`config.mk`:
```
export PLATFORM = sky130hd
export DESIGN_NAME = intersection_phase_scheduler_flat
export DESIGN_NICKNAME = d
export VERILOG_FILES = /design/src/rtl/intersection_phase_scheduler_if.sv /design/src/rtl/intersection_phase_scheduler.sv /design/src/flat_wrapper.sv
export SDC_FILE = /design/constraint.sdc
export NUM_CORES = 1
export LEC_CHECK = 0
export ABC_AREA = 0
export BUFFER_PORTS_ARGS = -buffer_cell sky130_fd_sc_hd__buf_2
export CORE_MARGIN = 2
export CORE_UTILIZATION = 50
export CTS_CLUSTER_DIAMETER = 40
export DETAILED_ROUTE_END_ITERATION = 6
export PLACE_DENSITY_LB_ADDON = 0.05
export SKIP_CTS_REPAIR_TIMING = 1
export SLEW_MARGIN = 5
export SYNTH_ARGS = -nofsm -noshare
export SYNTH_HDL_FRONTEND = slang
export SYNTH_SLANG_ARGS = --single-unit
export TNS_END_PERCENT = 100
```
`constraint.sdc`:
```
create_clock -name clk -period 5.05 [get_ports clk]
set_input_delay 1.01 -clock clk [delete_from_list [all_inputs] [get_ports clk]]
set_output_delay 1.01 -clock clk [all_outputs]
set_load 0.01 [all_outputs]
```
`src/rtl/intersection_phase_scheduler_if.sv`:
```
// rtl/intersection_phase_scheduler_if.sv - sensor inputs and lamp outputs of the intersection scheduler
// Optional EMERGENCY_PREEMPT_EN adds the emg preemption input.
interface intersection_phase_scheduler_if;
    logic       side_car;
    logic       ped_req;
`ifdef EMERGENCY_PREEMPT_EN
    logic       emg;
`endif
    logic       main_red;
    logic       main_yellow;
    logic       main_green;
    logic       side_red;
    logic       side_yellow;
    logic       side_green;
    logic       walk;
    logic [2:0] phase;

    modport slave (
        input  side_car,
        input  ped_req,
`ifdef EMERGENCY_PREEMPT_EN
        input  emg,
`endif
        output main_red,
        output main_yellow,
        output main_green,
        output side_red,
        output side_yellow,
        output side_green,
        output walk,
        output phase
    );

    modport master (
        output side_car,
        output ped_req,
`ifdef EMERGENCY_PREEMPT_EN
        output emg,
`endif
        input  main_red,
        input  main_yellow,
        input  main_green,
        input  side_red,
        input  side_yellow,
        input  side_green,
        input  walk,
        input  phase
    );
endinterface

```
`src/rtl/intersection_phase_scheduler.sv`:
```
// rtl/intersection_phase_scheduler.sv - two-road intersection phase FSM with pedestrian walk service
// Optional feature macro: EMERGENCY_PREEMPT_EN (emergency preemption back to main green).
module intersection_phase_scheduler #(
    parameter int MAIN_MIN_T = 8,
    parameter int SIDE_MIN_T = 4,
    parameter int SIDE_MAX_T = 10,
    parameter int YEL_T      = 3,
    parameter int AR_T       = 2,
    parameter int WALK_T     = 4,
    parameter int CNT_W      = 8
) (
    input  logic                            clk,
    input  logic                            rst_n,
    intersection_phase_scheduler_if.slave   bus
);
    typedef enum logic [2:0] {
        MAIN_GREEN  = 3'd0,
        MAIN_YELLOW = 3'd1,
        ALL_RED_A   = 3'd2,
        SIDE_GREEN  = 3'd3,
        SIDE_YELLOW = 3'd4,
        ALL_RED_B   = 3'd5
    } state_t;

    localparam logic [CNT_W-1:0] MAIN_LAST     = CNT_W'(MAIN_MIN_T - 1);
    localparam logic [CNT_W-1:0] SIDE_MIN_LAST = CNT_W'(SIDE_MIN_T - 1);
    localparam logic [CNT_W-1:0] SIDE_MAX_LAST = CNT_W'(SIDE_MAX_T - 1);
    localparam logic [CNT_W-1:0] YEL_LAST      = CNT_W'(YEL_T - 1);
    localparam logic [CNT_W-1:0] AR_LAST       = CNT_W'(AR_T - 1);
    localparam logic [CNT_W-1:0] WALK_LAST     = CNT_W'(WALK_T - 1);

    state_t           state, state_nxt;
    logic [CNT_W-1:0] cnt, cnt_nxt;
    logic             ped_pend, ped_pend_nxt;
    logic             walk_act, walk_act_nxt;
    logic             emg;
    logic             req;
    logic             side_entry;

`ifdef EMERGENCY_PREEMPT_EN
    assign emg = bus.emg;
`else
    assign emg = 1'b0;
`endif

    assign req = bus.side_car | ped_pend | bus.ped_req;

    always_ff @(posedge clk or negedge rst_n) begin
        if (!rst_n) begin
            state    <= ALL_RED_B;
            cnt      <= '0;
            ped_pend <= 1'b0;
            walk_act <= 1'b0;
        end else begin
            state    <= state_nxt;
            cnt      <= cnt_nxt;
            ped_pend <= ped_pend_nxt;
            walk_act <= walk_act_nxt;
        end
    end

    always_comb begin
        state_nxt = state;
        case (state)
            MAIN_GREEN:  if (cnt == MAIN_LAST && req && !emg) state_nxt = MAIN_YELLOW;
            MAIN_YELLOW: if (cnt == YEL_LAST) state_nxt = ALL_RED_A;
            ALL_RED_A:   if (cnt == AR_LAST) state_nxt = emg ? MAIN_GREEN : SIDE_GREEN;
            SIDE_GREEN:  if (emg || (cnt >= SIDE_MIN_LAST && !bus.side_car) || cnt == SIDE_MAX_LAST)
                             state_nxt = SIDE_YELLOW;
            SIDE_YELLOW: if (cnt == YEL_LAST) state_nxt = ALL_RED_B;
            ALL_RED_B:   if (cnt == AR_LAST) state_nxt = MAIN_GREEN;
            default:     state_nxt = ALL_RED_B;
        endcase

        // Counter restarts on any state change; MAIN_GREEN parks at its last value while idle.
        if (state_nxt != state)
            cnt_nxt = '0;
        else if (state == MAIN_GREEN && cnt == MAIN_LAST)
            cnt_nxt = cnt;
        else
            cnt_nxt = cnt + 1'b1;

        side_entry   = (state == ALL_RED_A) && (state_nxt == SIDE_GREEN);
        ped_pend_nxt = side_entry ? 1'b0 : (ped_pend | bus.ped_req);

        if (side_entry)
            walk_act_nxt = ped_pend | bus.ped_req;
        else if (state == SIDE_GREEN && (cnt == WALK_LAST || state_nxt != SIDE_GREEN))
            walk_act_nxt = 1'b0;
        else
            walk_act_nxt = walk_act;
    end

    always_comb begin
        bus.main_green  = (state == MAIN_GREEN);
        bus.main_yellow = (state == MAIN_YELLOW);
        bus.main_red    = !(state == MAIN_GREEN || state == MAIN_YELLOW);
        bus.side_green  = (state == SIDE_GREEN);
        bus.side_yellow = (state == SIDE_YELLOW);
        bus.side_red    = !(state == SIDE_GREEN || state == SIDE_YELLOW);
        bus.walk        = walk_act;
        bus.phase       = state;
    end
endmodule
```
`src/flat_wrapper.sv`:
```
// flat-port wrapper written by rule: the top's interface ports become plain ports
module intersection_phase_scheduler_flat 
#(
    parameter int MAIN_MIN_T = 8,
    parameter int SIDE_MIN_T = 4,
    parameter int SIDE_MAX_T = 10,
    parameter int YEL_T      = 3,
    parameter int AR_T       = 2,
    parameter int WALK_T     = 4,
    parameter int CNT_W      = 8
)
  (clk, rst_n, bus_side_car, bus_ped_req, bus_main_red, bus_main_yellow, bus_main_green, bus_side_red, bus_side_yellow, bus_side_green, bus_walk, bus_phase);
  intersection_phase_scheduler_if bus_i ();
  input  logic clk;
  input  logic rst_n;
  input wire logic [$bits(bus_i.side_car)-1:0] bus_side_car;
  input wire logic [$bits(bus_i.ped_req)-1:0] bus_ped_req;
  output wire logic [$bits(bus_i.main_red)-1:0] bus_main_red;
  output wire logic [$bits(bus_i.main_yellow)-1:0] bus_main_yellow;
  output wire logic [$bits(bus_i.main_green)-1:0] bus_main_green;
  output wire logic [$bits(bus_i.side_red)-1:0] bus_side_red;
  output wire logic [$bits(bus_i.side_yellow)-1:0] bus_side_yellow;
  output wire logic [$bits(bus_i.side_green)-1:0] bus_side_green;
  output wire logic [$bits(bus_i.walk)-1:0] bus_walk;
  output wire logic [$bits(bus_i.phase)-1:0] bus_phase;
  assign bus_i.side_car = bus_side_car;
  assign bus_i.ped_req = bus_ped_req;
  assign bus_main_red = bus_i.main_red;
  assign bus_main_yellow = bus_i.main_yellow;
  assign bus_main_green = bus_i.main_green;
  assign bus_side_red = bus_i.side_red;
  assign bus_side_yellow = bus_i.side_yellow;
  assign bus_side_green = bus_i.side_green;
  assign bus_walk = bus_i.walk;
  assign bus_phase = bus_i.phase;
  intersection_phase_scheduler #(.MAIN_MIN_T(MAIN_MIN_T), .SIDE_MIN_T(SIDE_MIN_T), .SIDE_MAX_T(SIDE_MAX_T), .YEL_T(YEL_T), .AR_T(AR_T), .WALK_T(WALK_T), .CNT_W(CNT_W)) u_core (.clk(clk), .rst_n(rst_n), .bus(bus_i));
endmodule
```
# Word level (Yosys, flattened, before mapping)
# Cells that the tools add are included.
[classes]
mux = 12
magnitude_cmp = 1
eq_ne = 14
reduce_logical = 14
addsub = 1
n_bitwise = 3
[ops]
columns = ["op", "count"]
rows = [
  ["3-bit 2-to-1 mux", 6],
  ["3-bit case mux with 6 select lines", 1],
  ["8-bit by 2-bit == test with 1-bit output (second input constant)", 2],
  ["8-bit 2-to-1 mux", 2],
  ["3-bit by 2-bit == test with 1-bit output (second input constant)", 3],
  ["8-bit by 1-bit adder with 8-bit output (second input constant)", 1],
  ["8-bit by 1-bit == test with 1-bit output (second input constant)", 1],
  ["8-bit by 3-bit == test with 1-bit output (second input constant)", 1],
  ["8-bit by 4-bit == test with 1-bit output (second input constant)", 1],
  ["8-bit by 2-bit >= comparator with 1-bit output (second input constant)", 1],
  ["3-bit == test (second input constant)", 2],
  ["1-bit logical AND", 5],
  ["1-bit logical OR", 4],
  ["3-bit by 1-bit == test with 1-bit output (second input constant)", 1],
  ["1-bit logical NOT", 3],
  ["3-bit logical NOT", 1],
  ["1-bit 2-to-1 mux", 3],
  ["3-bit by 2-bit inequality test with 1-bit output (second input constant)", 1],
  ["3-bit inequality test", 1],
  ["1-bit OR", 3],
  ["2-bit by 1-bit inequality test with 1-bit output (second input constant)", 1],
  ["2-bit nonzero test", 1],
]
[word_totals]
inputBits = 4
output_inout_bits = 10
ff_bits = 13

# Longest topological paths before layout
# Gate-level depths: netlist of the first run.
[logic_depth]
ltp_word = 10
depth_mapped = 7
mapped_depth_nobuf = 7

# Worst setup path before layout of the first run
# No wires, ideal clock.
[synth_path]
kind = "register -> output"
from = "register u_core.state[1], in the netlist u_core.bus.phase[1]"
to = "output port bus_main_green"
n_path_buf = 1
arrival_time_ns = 1.119
setup_slack_ns = 2.921
stages_incl_launch_ff = 3
cell_sequence = "dfrtp_1 clkbuf_1 nor3_1"
[synth_between]
elab_chain_cells = 1
[synth_lines]
columns = ["item", "line", "rtl"]
rows = [
  ["from (decl)", "intersection_phase_scheduler.sv:32", "state_t state, state_nxt;"],
  ["from (signal assigned)", "intersection_phase_scheduler.sv:55", "state <= state_nxt;"],
  ["3-bit logical NOT", "intersection_phase_scheduler.sv:95", "bus.main_green = (state == MAIN_GREEN);"],
  ["to (decl)", "flat_wrapper.sv:20", "output wire logic [$bits(bus_i.main_green)-1:0] bus_main_green;"],
]
# No other way between the ends.

# Final worst setup path of the first run
[layout_path]
from = "register u_core.state[2], in the netlist u_core.bus.phase[2]"
to = "output port bus_side_red"
[layout_between]
elab_chain_cells = 3
elab_cells_between_ends = 4
cone_classes = "eq/ne: 2; reduce/logical: 2"
[layout_lines]
columns = ["item", "line", "rtl"]
rows = [
  ["3-bit by 2-bit == test with 1-bit output / 3-bit == test (equally long branches)", "intersection_phase_scheduler.sv:100", "bus.side_red = !(state == SIDE_GREEN || state == SIDE_YELLOW);"],
  ["1-bit logical OR *", "intersection_phase_scheduler.sv:100", ""],
  ["1-bit logical NOT *", "intersection_phase_scheduler.sv:100", ""],
  ["to (decl)", "flat_wrapper.sv:21", "output wire logic [$bits(bus_i.side_red)-1:0] bus_side_red;"],
]
# Every way passes the cells marked *; elsewhere a longest branch is shown, timed or not.

==> results of run 1 <==
## metrics by stage
stage          power, mW  instances   util  setup slack, ns
6_report           0.619        145  0.600             2.51
2_1_floorplan      0.465        107      -             2.92
4_1_cts            0.625        145  0.600             2.50
3_5_place_dp       0.560        141  0.585             2.72
3_3_place_gp       0.551        141  0.585             2.78
5_1_grt            0.681        145  0.600             2.41
## power breakdown
part	internal, mW	switching, mW	leakage (nW)
combinational	0.158	0.187	0.324
sequential	0.143	0.0673	0.164
clock	0.0306	0.0327	0.0150
total	0.332	0.287	0.503
## tightest hold or removal path, delay by kind of cell (launching register included)
kind	cells	cell delay, ns
AO/OA/AOI/OAI	2	0.14
flip-flops	1	0.35
## cells by family (layout without fill, tap and decap cells)
family | Yosys count | count (layout)
AND/OR/NAND/NOR | 58 | 58
AO/OA/AOI/OAI | 18 | 18
flip-flops | 13 | 13
buffers and inverters | 9 | 22
XOR/XNOR | 5 | 5
adder cells (fa/ha/maj) | 3 | 3
multiplexers | 1 | 1
## layer usage
metal | share of wire | GRT usage
met4 | 0 | 0.0162
met2 | 0.46 | 0.319
met5 | 0 | 0
met3 | 0.051 | 0.0679
met1 | 0.49 | 0.288
## registers in the layout, indices dropped and copies added (netlist names)
signal,count
u_core.cnt,8
u_core.bus.phase,3
u_core.bus.walk,1
u_core.ped_pend,1
## final timing paths
path | depth (start not counted) | start | slack, ns | to
setup / recovery | 4 | u_core.bus.phase[2] | 2.51 | bus_side_red
hold / removal | 2 | u_core.bus.walk | 0.52 | u_core.bus.walk
setup reg to reg | 5 | u_core.cnt[5] | 2.95 | u_core.cnt[2]
hold reg to reg | 2 | u_core.bus.walk | 0.52 | u_core.bus.walk
max in group asynchronous | 1 | rst_n | 4.16 | u_core.bus.phase[0]
min in group asynchronous | 1 | rst_n | 0.61 | u_core.bus.walk
## cell type report
type | count | area [um2] | area share
tap | 25 | 31.3 | 0.0296
timing repair buffer | 13 | 65.1 | 0.0615
multi-input combinational | 85 | 589 | 0.557
inverter | 5 | 18.8 | 0.0177
clock buffer | 4 | 26.3 | 0.0248
sequential | 13 | 328 | 0.310
## synth_stat cells, drive strengths merged, types with 2 or more instances
cell type	instances	area, um2
nand3b	2	15.0
nand2	11	43.8
or3	2	17.5
ha	3	37.5
nor3b	3	22.5
or2	2	12.5
a211oi	2	15.0
inv	5	18.8
a21oi	2	10.0
nor2	8	30.0
nor3	4	20.0
xor2	4	35.0
dfrtp	11	275
clkbuf	3	11.3
and3	4	26.3
nand3	7	35.0
dfstp	2	52.6
nor4	2	33.8
nor2b	4	25.0
o21ai	4	20.0
nand4	4	31.3
==> flow_metrics.env, run 1 <==
export IMPL_status="finished clean"
export IMPL_cts_clk_slew_worst_paths_ns=0.08
export IMPL_fin_skew_ns=0.00222
export IMPL_critical_path_buf_inv_count=1
export IMPL_synthArstFlopShare=1.00
export IMPL_path_cells="nor2b_1 > nor2b_1 > nor2_1 > buf_2"
export IMPL_synth_xor_area_share=0.0460
export IMPL_synth_area_per_cell_um2=8.90
export IMPL_gp_congestion=0.830
export IMPL_wl_per_cell_um=13.6
export IMPL_worstPathRequired_ns=4.04
export IMPL_start_util=0.540
export IMPL_nNetsFinal=128
export IMPL_yosysUniqueCellTypes=44
export IMPL_fmax_mhz=394
export IMPL_synth_mux_area_frac=0.0105
export IMPL_clock_path_buffers=2
export IMPL_total_leakage_power_nw=0.503
export IMPL_relSlewSlack=0.530
export IMPL_grt_max_degree=17
export IMPL_irDropWorstVdd_v=0.000380
export IMPL_synthesis_nets=114
export IMPL_diodes=0
export IMPL_first_pass_iters=4
export IMPL_rsz0062_at_grt="no"
export IMPL_antenna_found_initial=0
export IMPL_ys_warn_count=0
export IMPL_port_buffers=13
export IMPL_clock_sinks=13
export IMPL_slowest_delay_ns=0.65
export IMPL_synthesis_area_um2=952
export IMPL_report_final_hold_viol_count=0
export IMPL_synthAdderAreaFrac=0.0394
export IMPL_syn_instance_count=107
export IMPL_cp_arrival_ns=1.53
export IMPL_track_usage=0.204
export IMPL_tritoncts="done"
export IMPL_hold_path_class="register to register"
export IMPL_die_y_um=47.6
export IMPL_mostFrequentLayoutCells="13 x buf_2, 11 x dfrtp_1, 10 x nand2_1"
export IMPL_cp_common_cell="nor2b_1"
export IMPL_overflow=0
export IMPL_fill_cells=173
export IMPL_layout_drive_gt1_share=0.250
export IMPL_synth_seq_cells=13
export IMPL_antenna_left=0
export IMPL_postPlaceCellArea_um2=1030
export IMPL_hold_ws_ns=0.523
export IMPL_finalSetupTns_ns=0
export IMPL_startpoint_type="register"
export IMPL_finalSetupViolCount=0
export IMPL_slew_viol_final=0
export IMPL_row_count=15
export IMPL_grt_pass1_wl_um=3230
export IMPL_maxCapViolCount=0
export IMPL_cts_root_buf="clkbuf_4"
export IMPL_yosysSeqAreaShare=0.344
export IMPL_fin_crit_sh=0.503
export IMPL_initialDrtViolationCount=36
export IMPL_cp_slowest_cell="dfstp_2"
export IMPL_hpwl_um=1560
export IMPL_clkLatencyLatePin_ns=0.27
export IMPL_core_area_um2=1760
export IMPL_ys_flop_type="dfrtp_1"
export IMPL_min_period_ns=2.54
export IMPL_io_pins=14
export IMPL_final_area_um2=1060
export IMPL_critical_path_class="register to output pin"
export IMPL_area_growth_pct=11.2
export IMPL_numCtsBuffers=3
export IMPL_synth_simple_area_share=0.378
export IMPL_vias=829
export IMPL_tightest_slew_ns=0.700
export IMPL_critical_path_max_fanout=13
export IMPL_drt_wl_total_um=1980
export IMPL_chipWidth_um=47.6
export IMPL_layout_cells_most_common="buf_2"
export IMPL_grt_pass1_vias=693
export IMPL_worst_setup_path_end_kind="output pin"
export IMPL_synth_compound_area_share=0.145
export IMPL_critical_path_top_delay_family="flip-flops"
export IMPL_ctsHtreeMaxLevel=1
export IMPL_synth_edf_count=0
export IMPL_drc=0
export IMPL_p_per_area_nw_per_um2=585
export IMPL_synth_top_family_by_area="simple AND/OR/NAND/NOR gates"
export IMPL_vias_per_cell=5.72
export IMPL_die_area_um2=2270
No activity file was read; power rests on OpenSTA's default activity.
==> run 2, diff against run 1 <==
clock period = 2.6 ns   (was 5.05 ns; I/O delays follow)
==> run 2 against run 1 <==
Compared with the run above:
- count of clock-buffer cells in the layout stayed put
- setup slack worse by 2.0 ns
- flip-flop and latch count stayed put
- final cell count is 0.69% higher
- global-route usage is 2.0 points higher
- critical path depth is 2 lower
- total power is 96% higher
- register-to-register slack worse by 2.4 ns
- critical path type unchanged
- largest power group unchanged
==> flow_metrics.env, run 2 (synthesis results as in run 1) <==
export IMPL_status="finished clean"
export IMPL_largest_register_ffs=8
export IMPL_worst_setup_path_end_kind="output pin"
export IMPL_grtUsageMet2=0.343
export IMPL_cts_clk_slew_worst_paths_ns=0.08
export IMPL_row_count=15
export IMPL_cts_root_buf="clkbuf_4"
export IMPL_r2r_cells=5
export IMPL_worstPathRequired_ns=2.08
export IMPL_slew_viol_final=0
export IMPL_busiest_layer="met2"
export IMPL_fin_skew_ns=0.00161
export IMPL_die_y_um=47.6
export IMPL_mostFrequentLayoutCells="13 x buf_2, 11 x dfrtp_1, 10 x nand2_1"
export IMPL_pwr_share_clk=0.103
export IMPL_net_switching_power_uw=563
export IMPL_grt_pass1_vias=742
export IMPL_die_area_um2=2270
export IMPL_report_final_hold_viol_count=0
export IMPL_rsz0062_at_grt="no"
export IMPL_grt_max_degree=17
export IMPL_overflow=0
export IMPL_io_pins=14
export IMPL_timing_rr_end="u_core.cnt[2]"
export IMPL_startpoint_type="register"
export IMPL_use_met1=0.299
export IMPL_start_util=0.540
export IMPL_combinationalPowerShare=0.560
export IMPL_swShare=0.465
export IMPL_irDropWorstVdd_v=0.000688
export IMPL_ctsHtreeMaxLevel=1
export IMPL_core_area_um2=1760
export IMPL_reg2reg_from="u_core.cnt[5]"
export IMPL_initialDrtViolationCount=14
export IMPL_total_leakage_power_nw=0.507
export IMPL_chipWidth_um=47.6
export IMPL_critical_path_max_fanout=13
export IMPL_gp_congestion=0.802
export IMPL_fin_crit_sh=0.801
export IMPL_critical_path_class="register to output pin"
export IMPL_antenna_found_initial=0
export IMPL_clock_path_buffers=2
export IMPL_finalSetupViolCount=0
export IMPL_hpwl_um=1580
export IMPL_layout_cells_most_common="buf_2"
export IMPL_relSlewSlack=0.626
export IMPL_finalSetupTns_ns=0
export IMPL_hold_path_class="input port to async pin"
export IMPL_drt_wl_total_um=2080
export IMPL_area_growth_pct=12.0
export IMPL_p_int_uw=649
export IMPL_clock_sinks=13
export IMPL_seqPwrFrac=0.337
export IMPL_r2r_slack_ns=0.55
export IMPL_wl_per_cell_um=14.3
export IMPL_cp_arrival_ns=1.56
export IMPL_fmax_mhz=480
export IMPL_largest_register="u_core.cnt"
export IMPL_vias=848
export IMPL_numCtsBuffers=3
export IMPL_diodes=0
export IMPL_met3_usage=0.0792
export IMPL_maxCapViolCount=0
export IMPL_track_usage=0.224
export IMPL_first_pass_iters=4
export IMPL_p_per_area_nw_per_um2=1140
export IMPL_drc=0
export IMPL_clkLatencyLatePin_ns=0.28
export IMPL_layout_cells_non_filler=146
export IMPL_place_inst=142
export IMPL_tritoncts="done"
export IMPL_nNetsFinal=129
export IMPL_tightest_slew_ns=0.556
export IMPL_antenna_left=0
export IMPL_port_buffers=13
export IMPL_min_period_ns=2.08
export IMPL_grt_pass1_wl_um=3440
export IMPL_layout_drive_gt1_share=0.256
export IMPL_vias_per_cell=5.81
## run 2: cell count changes in the layout (fill, tap and decap cells not counted)
cell / before / now
buf_4: 0 / 1
## run 2: worst max-delay path: stages (launching register included)
cell and delay, ns:
dfrtp_1 0.51, nor3_1 0.54, buf_2 0.23
## run 2: power groups by stage
stage	registers (mW)	logic (mW)	clock network, mW
5_1_grt	0.424	0.758	0.140
6_report	0.409	0.679	0.125
4_1_cts	0.406	0.682	0.129
3_3_place_gp	0.407	0.668	0
2_1_floorplan	0.346	0.557	0
3_5_place_dp	0.410	0.679	0
## run 2: worst max-delay path by stage
stage	depth (start not counted)	startpoint	to
after global routing	2	u_core.bus.phase[1]	bus_main_green
after CTS	2	u_core.bus.phase[1]	bus_main_green
after global placement	5	u_core.cnt[5]	u_core.cnt[0]
final	2	u_core.bus.phase[1]	bus_main_green
after floorplan	5	u_core.bus.phase[1]	u_core.cnt[2]
after detailed placement	5	u_core.cnt[5]	u_core.cnt[2]
## run 2: layer usage
layer | part of all wire | up-vias | wire length [um]
met3 | 0.043 | 5 | 90
met1 | 0.48 | 408 | 996
met5 | 0 | - | 0
met4 | 0.015 | 0 | 31
met2 | 0.46 | 20 | 962
li1 | - | 415 | -
## run 2: cell type report
cell class              count  area, um2
flip-flops and latches     13        328
well taps                  25       31.3
fillers                   192        698
inverters                   5       18.8
multi-input cells          85        589
repair buffers             14       72.6
clock buffers               4       26.3
## run 2: per-stage QoR
step                hold WS (ns)  total power, mW  setup slack, ns  cell area [um2]  utilization
global route               0.124             1.32            0.411             1070        0.604
floorplan                  0.224            0.903            0.730              952            -
detailed placement         0.430             1.09            0.577             1040        0.589
global placement           0.424             1.08            0.625             1040        0.589
finish                     0.113             1.21            0.517             1070        0.604
CTS                        0.124             1.22            0.526             1070        0.604
==> run 3, diff against run 2 <==
clock period = 2.2 ns   (was 2.6 ns; I/O delays follow)
==> run 3 against run 2 <==
Compared with the run above:
- die area stayed put
- final cell count up 0.68%
- sequential share of layout area down 0.22 points
- combinational power increased by 23%
- setup slack lost 0.37 ns
- routed wire length is 3.2% higher
- hold slack worse by 0.096 ns
- critical endpoint is now u_core.cnt[0]
==> flow_metrics.env, run 3 (synthesis results as in run 1) <==
export IMPL_grt_pass1_wl_um=3550
export IMPL_grt_max_degree=17
export IMPL_layout_cells_most_common="buf_2"
export IMPL_first_pass_iters=4
export IMPL_cp_startpoint="u_core.cnt[4]"
export IMPL_io_pins=14
export IMPL_wl_per_cell_um=14.6
export IMPL_cts_root_buf="clkbuf_4"
export IMPL_mostFrequentLayoutCells="13 x buf_2, 11 x dfrtp_1, 10 x nand2_1"
export IMPL_cp_arrival_ns=2.26
export IMPL_finalSetupTns_ns=0
export IMPL_clock_path_buffers=2
export IMPL_grt_pass1_vias=787
export IMPL_startpoint_type="register"
export IMPL_cts_clk_slew_worst_paths_ns=0.09
export IMPL_total_leakage_power_nw=0.512
export IMPL_hold_ws_ns=0.0171
export IMPL_track_usage=0.229
export IMPL_pre_cts_slack_ns=0.157
export IMPL_start_util=0.540
export IMPL_irDropWorstVdd_v=0.000821
export IMPL_die_area_um2=2270
export IMPL_reg2reg_from="u_core.cnt[4]"
export IMPL_core_area_um2=1760
export IMPL_numCtsBuffers=3
export IMPL_chipWidth_um=47.6
export IMPL_vias_per_cell=5.78
export IMPL_die_y_um=47.6
export IMPL_overflow=0
export IMPL_fin_crit_sh=0.932
export IMPL_status="finished clean"
export IMPL_drc=0
export IMPL_hpwl_um=1630
export IMPL_rsz0062_at_grt="no"
export IMPL_gp_congestion=0.835
export IMPL_relSlewSlack=0.667
export IMPL_p_per_area_nw_per_um2=1380
export IMPL_port_buffers=13
export IMPL_worst_setup_path_end_kind="register"
export IMPL_largest_register_ffs=8
export IMPL_slew_viol_final=0
export IMPL_finalSetupViolCount=0
export IMPL_ctsHtreeMaxLevel=1
export IMPL_r2r_cells=5
export IMPL_worstPathRequired_ns=2.41
export IMPL_largest_register="u_core.cnt"
export IMPL_fin_skew_ns=0.0139
export IMPL_row_count=15
export IMPL_critical_path_max_fanout=5
export IMPL_fmax_mhz=488
export IMPL_initialDrtViolationCount=27
export IMPL_nNetsFinal=130
export IMPL_hold_path_class="input port to async pin"
export IMPL_antenna_left=0
export IMPL_antenna_found_initial=0
export IMPL_critical_path_class="register to register"
export IMPL_diodes=0
export IMPL_min_period_ns=2.05
export IMPL_setup_slack_ns=0.150
export IMPL_tritoncts="done"
export IMPL_clkLatencyLatePin_ns=0.29
export IMPL_layout_drive_gt1_share=0.262
export IMPL_area_growth_pct=12.7
export IMPL_clock_sinks=13
export IMPL_tightest_slew_ns=0.495
export IMPL_report_final_hold_viol_count=0
export IMPL_drt_wl_total_um=2150
export IMPL_maxCapViolCount=0
export IMPL_vias=849
## run 3: area by class of cell
class	instances	area, um2
fillers	182	691
multi-input cells	85	589
flip-flops and latches	13	328
repair buffers	15	80.1
well taps	25	31.3
clock buffers	4	26.3
inverters	5	18.8
## run 3: power breakdown
part           internal [mW]  switching [mW]
registers              0.329           0.153
clock network         0.0706          0.0892
logic                  0.389           0.447
## run 3: worst paths after layout
| kind | slack, ns | endpoint |
|---|---|---|
| min in group clk | 0.41 | u_core.ped_pend |
| max | 0.15 | u_core.cnt[0] |
| min reg2reg | 0.53 | u_core.ped_pend |
| min | 0.02 | u_core.bus.walk |
| max in group asynchronous | 1.90 | u_core.bus.phase[0] |
| max reg2reg | 0.15 | u_core.cnt[0] |
## run 3: critical path, cell delays in order (launching register included)
cell,delay (ns)
dfrtp_1,0.44
or4_4,0.57
o211a_1,0.25
a311oi_2,0.28
nand2_1,0.15
o31ai_2,0.27
## run 3: metal layers
metal  vias up  global-route usage  wire length, um
met5         -                   0                0
met4         0              0.0865               46
met3         7              0.0453               71
met2        16               0.376             1020
met1       406               0.297             1010
li1        420                   -                -
## run 3: metrics by stage
stage	area, um2	total power, mW	cells	utilization
floorplan	952	1.07	107	-
global placement	1050	1.30	143	0.594
detailed placement	1050	1.32	143	0.594
CTS	1070	1.48	147	0.609
global route	1070	1.61	147	0.609
finish	1070	1.48	147	0.609
